===== config.mk =====
export PLATFORM = sky130hd
export DESIGN_NAME = cart_sram_arbiter_flat
export DESIGN_NICKNAME = d
export VERILOG_FILES = /design/src/rtl/cart_sram_arbiter_if.sv /design/src/rtl/cart_sram_arbiter.sv /design/src/flat_wrapper.sv
export SDC_FILE = /design/constraint.sdc
export NUM_CORES = 1
export LEC_CHECK = 0
export ABC_AREA = 1
export CAP_MARGIN = 20
export CORE_MARGIN = 8
export CORE_UTILIZATION = 45
export CTS_CLUSTER_SIZE = 28
export DETAILED_ROUTE_END_ITERATION = 12
export PLACE_DENSITY = 0.81
export SETUP_SLACK_MARGIN = 0.05
export SKIP_CTS_REPAIR_TIMING = 1
export SLEW_MARGIN = 20
export SYNTH_ARGS = -nofsm -noshare
export SYNTH_HDL_FRONTEND = slang
export SYNTH_SLANG_ARGS = --single-unit

===== constraint.sdc =====
create_clock -name sys_clock -period 2.2 [get_ports sys_clock]
set_input_delay 0.55 -clock sys_clock [delete_from_list [all_inputs] [get_ports sys_clock]]
set_output_delay 0.55 -clock sys_clock [all_outputs]
set_load 0.005 [all_outputs]

===== src/rtl/cart_sram_arbiter_if.sv =====
// Bus bundle between the cart/host side and the save-SRAM arbiter.
// slave = arbiter view, master = surrounding logic / bench view.
interface cart_sram_arbiter_if;
    logic        cart_ram_sel;
    logic [3:0]  cart_bank;
    logic [12:0] cart_a;
    logic        cart_nCS;
    logic        cart_nRD;
    logic        cart_nWR;
    logic        cart_wren;
    logic [7:0]  cart_wdata;
    logic [7:0]  cart_rdata;
    logic        host_req;
    logic        host_we;
    logic [16:0] host_addr;
    logic [7:0]  host_wdata;
    logic [7:0]  host_rdata;
    logic        host_ack;
    logic        host_busy;
    logic [7:0]  abort_count;
    logic [16:0] sram_a;
    logic [7:0]  sram_dq_i;
    logic [7:0]  sram_dq_o;
    logic        sram_dq_oe;
    logic        sram_nCE;
    logic        sram_nOE;
    logic        sram_nWE;

    modport slave (
        input  cart_ram_sel, cart_bank, cart_a, cart_nCS, cart_nRD, cart_nWR,
               cart_wren, cart_wdata, host_req, host_we, host_addr, host_wdata,
               sram_dq_i,
        output cart_rdata, host_rdata, host_ack, host_busy, abort_count,
               sram_a, sram_dq_o, sram_dq_oe, sram_nCE, sram_nOE, sram_nWE
    );

    modport master (
        output cart_ram_sel, cart_bank, cart_a, cart_nCS, cart_nRD, cart_nWR,
               cart_wren, cart_wdata, host_req, host_we, host_addr, host_wdata,
               sram_dq_i,
        input  cart_rdata, host_rdata, host_ack, host_busy, abort_count,
               sram_a, sram_dq_o, sram_dq_oe, sram_nCE, sram_nOE, sram_nWE
    );
endinterface


===== src/rtl/cart_sram_arbiter.sv =====
// Save-SRAM arbiter: cart bus passes through with priority, host accesses
// are squeezed into cart idle gaps and aborted/retried on cart activity.
//
//  state    | meaning
//  ---------+-----------------------------------------------------------
//  S_IDLE   | cart owns the pins; waits for host request and idle gap
//  S_SETUP  | host owns pins, address/data settle before the strobe
//  S_STROBE | host nOE (read) or nWE (write) asserted
//  S_HOLD   | strobe released, address/data held
//  S_ACK    | cart owns pins again, one-cycle host_ack pulse
module cart_sram_arbiter #(
    parameter int SYNC_STAGES = 2,
    parameter int IDLE_GAP    = 4,
    parameter int SETUP_CYC   = 1,
    parameter int STROBE_CYC  = 2,
    parameter int HOLD_CYC    = 1
) (
    input  logic               sys_clock,
    input  logic               sys_resetn,
    cart_sram_arbiter_if.slave bus
);
    localparam int CNT_W = 8;
    localparam logic [CNT_W-1:0] SETUP_LD  = CNT_W'(SETUP_CYC - 1);
    localparam logic [CNT_W-1:0] STROBE_LD = CNT_W'(STROBE_CYC - 1);
    localparam logic [CNT_W-1:0] HOLD_LD   = CNT_W'(HOLD_CYC - 1);
    localparam logic [3:0]       IDLE_MAX  = 4'(IDLE_GAP);

    typedef enum logic [2:0] {S_IDLE, S_SETUP, S_STROBE, S_HOLD, S_ACK} state_t;

    state_t                 r_state;
    logic [CNT_W-1:0]       r_cnt;
    logic [SYNC_STAGES-1:0] r_sync;
    logic [3:0]             r_idle_cnt;
    logic [16:0]            r_addr;
    logic                   r_we;
    logic [7:0]             r_wdata;
    logic [7:0]             r_rdata;
    logic [7:0]             r_abort_cnt;
    logic                   r_ack;
    logic                   r_busy;

    logic        w_cart_busy_raw;
    logic        w_cart_busy_s;
    logic        w_host_go;
    logic        w_tc;
    logic        w_host_phase;
    logic        w_owner_host;
    logic        w_cart_nce;
    logic [16:0] w_sram_a;
    logic [7:0]  w_dq_o;
    logic        w_dq_oe;
    logic        w_nce;
    logic        w_noe;
    logic        w_nwe;

    assign w_cart_busy_raw = ~bus.cart_nCS | ~bus.cart_nRD | ~bus.cart_nWR;
    assign w_cart_busy_s   = r_sync[SYNC_STAGES-1];

    always_ff @(posedge sys_clock or negedge sys_resetn) begin
        if (!sys_resetn) begin
            r_sync     <= '0;
            r_idle_cnt <= '0;
        end else begin
            r_sync <= (r_sync << 1) | SYNC_STAGES'(w_cart_busy_raw);
            if (w_cart_busy_s)
                r_idle_cnt <= '0;
            else if (r_idle_cnt != IDLE_MAX)
                r_idle_cnt <= r_idle_cnt + 4'd1;
        end
    end

    // r_busy doubles as the retry flag so an aborted access restarts without host_req.
    assign w_host_go = (bus.host_req | r_busy) & (r_idle_cnt == IDLE_MAX) & ~w_cart_busy_s;
    assign w_tc      = (r_cnt == '0);

    always_ff @(posedge sys_clock or negedge sys_resetn) begin
        if (!sys_resetn) begin
            r_state     <= S_IDLE;
            r_cnt       <= '0;
            r_addr      <= '0;
            r_we        <= 1'b0;
            r_wdata     <= '0;
            r_rdata     <= '0;
            r_abort_cnt <= '0;
            r_ack       <= 1'b0;
            r_busy      <= 1'b0;
        end else begin
            r_ack <= 1'b0;
            case (r_state)
                S_IDLE: begin
                    if (w_host_go) begin
                        r_state <= S_SETUP;
                        r_cnt   <= SETUP_LD;
                        r_busy  <= 1'b1;
                        if (!r_busy) begin
                            r_addr  <= bus.host_addr;
                            r_we    <= bus.host_we;
                            r_wdata <= bus.host_wdata;
                        end
                    end
                end
                S_SETUP, S_STROBE, S_HOLD: begin
                    if (w_cart_busy_s) begin
                        r_state <= S_IDLE;
                        if (r_abort_cnt != 8'hFF)
                            r_abort_cnt <= r_abort_cnt + 8'd1;
                    end else if (w_tc) begin
                        case (r_state)
                            S_SETUP: begin
                                r_state <= S_STROBE;
                                r_cnt   <= STROBE_LD;
                            end
                            S_STROBE: begin
                                r_state <= S_HOLD;
                                r_cnt   <= HOLD_LD;
                                if (!r_we)
                                    r_rdata <= bus.sram_dq_i;
                            end
                            default: begin
                                r_state <= S_ACK;
                                r_ack   <= 1'b1;
                                r_busy  <= 1'b0;
                            end
                        endcase
                    end else begin
                        r_cnt <= r_cnt - CNT_W'(1);
                    end
                end
                S_ACK:   r_state <= S_IDLE;
                default: r_state <= S_IDLE;
            endcase
        end
    end

    // Raw cart_nCS low steals the pins back immediately, before the synchroniser sees it.
    assign w_host_phase = (r_state == S_SETUP) | (r_state == S_STROBE) | (r_state == S_HOLD);
    assign w_owner_host = w_host_phase & bus.cart_nCS;
    assign w_cart_nce   = ~(bus.cart_ram_sel & ~bus.cart_nCS);

    always_comb begin
        w_sram_a = {bus.cart_bank, bus.cart_a};
        w_nce    = w_cart_nce;
        w_noe    = w_cart_nce | bus.cart_nRD;
        w_nwe    = w_cart_nce | bus.cart_nWR | ~bus.cart_wren;
        w_dq_o   = bus.cart_wdata;
        w_dq_oe  = ~w_nce & ~w_nwe;
        if (w_owner_host) begin
            w_sram_a = r_addr;
            w_nce    = 1'b0;
            if (r_we) begin
                w_noe   = 1'b1;
                w_nwe   = (r_state != S_STROBE);
                w_dq_o  = r_wdata;
                w_dq_oe = 1'b1;
            end else begin
                w_noe   = (r_state == S_HOLD);
                w_nwe   = 1'b1;
                w_dq_oe = 1'b0;
            end
        end
    end

    assign bus.sram_a      = w_sram_a;
    assign bus.sram_nCE    = w_nce;
    assign bus.sram_nOE    = w_noe;
    assign bus.sram_nWE    = w_nwe;
    assign bus.sram_dq_o   = w_dq_o;
    assign bus.sram_dq_oe  = w_dq_oe;
    assign bus.cart_rdata  = (~w_owner_host & ~w_cart_nce & ~bus.cart_nRD) ? bus.sram_dq_i : 8'h00;
    assign bus.host_rdata  = r_rdata;
    assign bus.host_ack    = r_ack;
    assign bus.host_busy   = r_busy;
    assign bus.abort_count = r_abort_cnt;
endmodule


===== src/flat_wrapper.sv =====
// flat-port wrapper written by rule: the top's interface ports become plain ports
module cart_sram_arbiter_flat 
#(
    parameter int SYNC_STAGES = 2,
    parameter int IDLE_GAP    = 4,
    parameter int SETUP_CYC   = 1,
    parameter int STROBE_CYC  = 2,
    parameter int HOLD_CYC    = 1
)
  (sys_clock, sys_resetn, bus_cart_ram_sel, bus_cart_bank, bus_cart_a, bus_cart_nCS, bus_cart_nRD, bus_cart_nWR, bus_cart_wren, bus_cart_wdata, bus_host_req, bus_host_we, bus_host_addr, bus_host_wdata, bus_sram_dq_i, bus_cart_rdata, bus_host_rdata, bus_host_ack, bus_host_busy, bus_abort_count, bus_sram_a, bus_sram_dq_o, bus_sram_dq_oe, bus_sram_nCE, bus_sram_nOE, bus_sram_nWE);
  cart_sram_arbiter_if bus_i ();
  input  logic sys_clock;
  input  logic sys_resetn;
  input wire logic [$bits(bus_i.cart_ram_sel)-1:0] bus_cart_ram_sel;
  input wire logic [$bits(bus_i.cart_bank)-1:0] bus_cart_bank;
  input wire logic [$bits(bus_i.cart_a)-1:0] bus_cart_a;
  input wire logic [$bits(bus_i.cart_nCS)-1:0] bus_cart_nCS;
  input wire logic [$bits(bus_i.cart_nRD)-1:0] bus_cart_nRD;
  input wire logic [$bits(bus_i.cart_nWR)-1:0] bus_cart_nWR;
  input wire logic [$bits(bus_i.cart_wren)-1:0] bus_cart_wren;
  input wire logic [$bits(bus_i.cart_wdata)-1:0] bus_cart_wdata;
  input wire logic [$bits(bus_i.host_req)-1:0] bus_host_req;
  input wire logic [$bits(bus_i.host_we)-1:0] bus_host_we;
  input wire logic [$bits(bus_i.host_addr)-1:0] bus_host_addr;
  input wire logic [$bits(bus_i.host_wdata)-1:0] bus_host_wdata;
  input wire logic [$bits(bus_i.sram_dq_i)-1:0] bus_sram_dq_i;
  output wire logic [$bits(bus_i.cart_rdata)-1:0] bus_cart_rdata;
  output wire logic [$bits(bus_i.host_rdata)-1:0] bus_host_rdata;
  output wire logic [$bits(bus_i.host_ack)-1:0] bus_host_ack;
  output wire logic [$bits(bus_i.host_busy)-1:0] bus_host_busy;
  output wire logic [$bits(bus_i.abort_count)-1:0] bus_abort_count;
  output wire logic [$bits(bus_i.sram_a)-1:0] bus_sram_a;
  output wire logic [$bits(bus_i.sram_dq_o)-1:0] bus_sram_dq_o;
  output wire logic [$bits(bus_i.sram_dq_oe)-1:0] bus_sram_dq_oe;
  output wire logic [$bits(bus_i.sram_nCE)-1:0] bus_sram_nCE;
  output wire logic [$bits(bus_i.sram_nOE)-1:0] bus_sram_nOE;
  output wire logic [$bits(bus_i.sram_nWE)-1:0] bus_sram_nWE;
  assign bus_i.cart_ram_sel = bus_cart_ram_sel;
  assign bus_i.cart_bank = bus_cart_bank;
  assign bus_i.cart_a = bus_cart_a;
  assign bus_i.cart_nCS = bus_cart_nCS;
  assign bus_i.cart_nRD = bus_cart_nRD;
  assign bus_i.cart_nWR = bus_cart_nWR;
  assign bus_i.cart_wren = bus_cart_wren;
  assign bus_i.cart_wdata = bus_cart_wdata;
  assign bus_i.host_req = bus_host_req;
  assign bus_i.host_we = bus_host_we;
  assign bus_i.host_addr = bus_host_addr;
  assign bus_i.host_wdata = bus_host_wdata;
  assign bus_i.sram_dq_i = bus_sram_dq_i;
  assign bus_cart_rdata = bus_i.cart_rdata;
  assign bus_host_rdata = bus_i.host_rdata;
  assign bus_host_ack = bus_i.host_ack;
  assign bus_host_busy = bus_i.host_busy;
  assign bus_abort_count = bus_i.abort_count;
  assign bus_sram_a = bus_i.sram_a;
  assign bus_sram_dq_o = bus_i.sram_dq_o;
  assign bus_sram_dq_oe = bus_i.sram_dq_oe;
  assign bus_sram_nCE = bus_i.sram_nCE;
  assign bus_sram_nOE = bus_i.sram_nOE;
  assign bus_sram_nWE = bus_i.sram_nWE;
  cart_sram_arbiter #(.SYNC_STAGES(SYNC_STAGES), .IDLE_GAP(IDLE_GAP), .SETUP_CYC(SETUP_CYC), .STROBE_CYC(STROBE_CYC), .HOLD_CYC(HOLD_CYC)) u_core (.sys_clock(sys_clock), .sys_resetn(sys_resetn), .bus(bus_i));
endmodule

==> impl_metrics.env <==
export IMPL_start_kind="flip-flop"
export IMPL_ys_warn_count=0
export IMPL_cp_top_family="buffers and inverters"
export IMPL_rsz0062_at_grt="yes"
export IMPL_cts_tree="yes"
export IMPL_synth_compound_area_share_pct=10.06
export IMPL_synthAdderAreaFrac_pct=1.856
export IMPL_cp_depth=8
export IMPL_r2r_end="u_core.bus.host_rdata[1]$_DFFE_PN0P_"
export IMPL_fmax_mhz=425.1
export IMPL_track_usage_pct=17.80
export IMPL_drive_above_1_share_pct=25.13
export IMPL_die_h_um=102.5
export IMPL_post_route_min_period_ps=2352
export IMPL_critPathKind="flip-flop to output pin"
export IMPL_path_cells="inv_2 -> o21ai_4 -> nor2_4 -> buf_12 -> buf_8 -> buf_6 -> mux2_4 -> buf_6"
export IMPL_die_area_um2=10520
export IMPL_avgSynthCellArea_um2=8.083
export IMPL_dr_pass1_iters=4
export IMPL_async_flop_share_pct=100.0
export IMPL_crit_top_cell="buf_6"
export IMPL_fin_crit_sh_pct=106.9
export IMPL_hpwl_mm=7.201
export IMPL_initial_core_util_pct=46.47
export IMPL_final_cell_count_no_fill=677
export IMPL_synth_nets=489
export IMPL_gp_congestion=0.8276
export IMPL_synth_cell_types=31
export IMPL_synth_area_um2=3371
export IMPL_timing_rr_start="u_core.r_cnt[0]$_DFFE_PN0P_"
export IMPL_synth_mux_area_share_pct=6.570
export IMPL_dieWidth_um=102.5
export IMPL_portBuffers=121
export IMPL_report_final_slew_viol_count=0
export IMPL_leakage_uw=0.002779
export IMPL_first_iter_violations=92
export IMPL_vias=3208
export IMPL_fillers=514
export IMPL_finalSetupViolCount=17
export IMPL_synth_edf_count=0
export IMPL_cts_clk_slew_worst_paths_ps=60
export IMPL_peakVddDrop_v=0.0005713
export IMPL_critical_path_max_fanout=4
export IMPL_viasPerCell=4.739
export IMPL_cp_num_buf_inv=5
export IMPL_timing_critical_path_from="u_core.r_state[2]$_DFFE_PN0P_"
export IMPL_synthXorXnorAreaFrac_pct=2.079
export IMPL_crit_path_max_incr_delay_ps=400
export IMPL_slew_headroom_pct=73.19
export IMPL_clk_insertion_delay_late_ps=330
export IMPL_critPathCaptureType="output pin"
export IMPL_setup_tns_final_ps=-1699
export IMPL_cts_made_buffers=9
export IMPL_clock_root_buffer="clkbuf_8"
export IMPL_status="complete, but fails checks"
export IMPL_cts_max_level=3
export IMPL_crit_path_end="bus_sram_a[2]"
export IMPL_cts_sinks=61
export IMPL_grt_start_max_net_pins=62
export IMPL_clk_path_buf_depth=2
export IMPL_synth_seq_cells=61
export IMPL_synthToLayoutAreaGrowth_pct=54.27
export IMPL_core_um2=7253
export IMPL_syn_inst=417
export IMPL_required_ps=1650
export IMPL_tightestPinTransition_ps=399.9
export IMPL_worst_path_max_delay_cell="dfrtp_1"
export IMPL_ys_flop_type="dfrtp_1"
export IMPL_synth_top_family_by_area="simple AND/OR/NAND/NOR gates"
export IMPL_ant_nets=0
export IMPL_hold_class="primary input to asynchronous set/reset pin"
export IMPL_grt_pass1_vias=3289
export IMPL_synth_simple_area_share_pct=24.54
export IMPL_powerDensity_nw_per_um2=819.1
export IMPL_violations="negative setup slack"
export IMPL_rows=31
export IMPL_r2r_slack_ps=510
export IMPL_grt_overflow_total=0
export IMPL_hold_viol_final=0
export IMPL_worst_r2r_cell_count=7
export IMPL_dp_cells=650
export IMPL_arrival_ps=1800
export IMPL_fin_skew_ps=6.920
export IMPL_hold_slack_ps=212.9
export IMPL_synth_seq_area_share_pct=45.29
export IMPL_wl_per_cell_um=14.20
export IMPL_fin_ws_ps=-152.4
export IMPL_drcViolationCount=0
export IMPL_io_pins=122
export IMPL_grt_pass1_wl_mm=14.77
export IMPL_antenna_found_initial=1
export IMPL_drv_cap=0
export IMPL_fin_nets=644
export IMPL_post_place_ws_ps=-676.1
export IMPL_wirelength_mm=9.612
cells by family after synthesis:
kind of cell | count (synthesis)
multiplexers | 17
flip-flops | 61
AND/OR/NAND/NOR | 190
AO/OA/AOI/OAI | 58
buffers and inverters | 78
adder cells (fa/ha/maj) | 5
XOR/XNOR | 8
cell usage after synthesis, drive strengths merged, types with 2 or more instances:
| cell type | count | area share, % |
|---|---|---|
| a21oi | 7 | 1.0 |
| buf | 9 | 1.9 |
| clkbuf | 2 | 0.22 |
| dfrtp | 61 | 45 |
| ha | 5 | 1.9 |
| inv | 66 | 7.3 |
| mux2 | 17 | 6.6 |
| nand2 | 127 | 14 |
| nand3 | 18 | 2.8 |
| nor2 | 33 | 4.8 |
| nor3 | 8 | 1.5 |
| o21ai | 51 | 9.0 |
| xnor2 | 6 | 1.6 |
| xor2 | 2 | 0.52 |
worst min path at each step:
stage                                            end                        from  slack [ps]
2_1_floorplan  u_core.bus.abort_count[0]$_DFFE_PN0P_                  sys_resetn         250
5_1_grt                  u_core.r_cnt[7]$_DFFE_PN0P_                  sys_resetn         240
3_3_place_gp              u_core.r_sync[1]$_DFF_PN0_  u_core.r_sync[0]$_DFF_PN0_         340
3_5_place_dp              u_core.r_sync[1]$_DFF_PN0_  u_core.r_sync[0]$_DFF_PN0_         340
6_report                 u_core.r_cnt[7]$_DFFE_PN0P_                  sys_resetn         210
4_1_cts        u_core.bus.abort_count[6]$_DFFE_PN0P_                  sys_resetn         230
worst reg2reg max path, delay by kind of cell, from the launching register on:
kind,cells,cell delay [ps]
adders and majority gates,1,150
AOI/OAI and AO/OA,1,70
buffers and inverters,1,120
DFF,1,410
and+or+nand+nor,4,820
layer usage:
layer	vias to the layer above	share of wire [%]	global-route usage, %
met5	-	0	0
met4	0	2.1	5.756
met3	15	8.3	7.427
met2	99	51	29.87
met1	1480	39	20.03
li1	1614	-	-
area by class of cell:
| cell class | instances | area (µm²) | share of cell area, % |
|---|---|---|---|
| Multi-Input combinational cell | 278 | 1639 | 31.52 |
| Sequential cell | 61 | 1526 | 29.36 |
| Timing Repair Buffer | 155 | 1490 | 28.66 |
| Inverter | 67 | 259.0 | 4.981 |
| Clock buffer | 11 | 131.4 | 2.526 |
| Tap cell | 99 | 123.9 | 2.382 |
| Clock inverter | 5 | 27.53 | 0.5294 |
| Antenna cell | 1 | 2.502 | 0.04812 |
power breakdown:
part / switching, µW / total (µW) / internal (µW)
clock: 408 / 809 / 401
sequential: 146 / 1420 / 1270
combinational: 1010 / 2030 / 1030
flip-flops by register name, summed over array words and instances (netlist names):
register	flops
u_core.r_addr	17
u_core.bus.abort_count	8
u_core.r_idle_cnt	4
u_core.bus.host_ack	1
u_core.bus.host_busy	1
u_core.r_wdata	8
u_core.r_state	3
u_core.r_sync	2
u_core.r_we	1
u_core.r_cnt	8
u_core.bus.host_rdata	8
placed cells by master, fill, tap and decap left out, types with 6 or more instances in the layout:
| cell type | netlist | final |
|---|---|---|
| o21ai_2 | 13 | 12 |
| buf_4 | 3 | 22 |
| o21ai_0 | 6 | 6 |
| mux2_4 | 8 | 9 |
| mux2_2 | 9 | 8 |
| inv_1 | 62 | 60 |
| dlymetal6s2s_1 | 0 | 14 |
| dfrtp_1 | 61 | 61 |
| nand2_1 | 125 | 110 |
| clkbuf_2 | 0 | 16 |
| nand3_1 | 17 | 16 |
| buf_2 | 4 | 7 |
| xnor2_1 | 6 | 6 |
| nor3_1 | 6 | 6 |
| nor2_1 | 28 | 25 |
| buf_6 | 2 | 11 |
| clkbuf_8 | 0 | 9 |
| o21ai_1 | 32 | 32 |
| nand2_2 | 2 | 10 |
| clkdlybuf4s50_1 | 0 | 79 |
| nand2_4 | 0 | 7 |
per-stage QoR:
step / util (%) / cell area [µm²] / power [µW]
2_1_floorplan: - / 3371 / 2578
3_3_place_gp: 66.81 / 4846 / 3292
3_5_place_dp: 66.81 / 4846 / 3350
4_1_cts: 69.00 / 5005 / 4177
5_1_grt: 71.69 / 5200 / 4569
6_report: 71.69 / 5200 / 4259
Note: power is estimated with default switching activity, not from simulation.
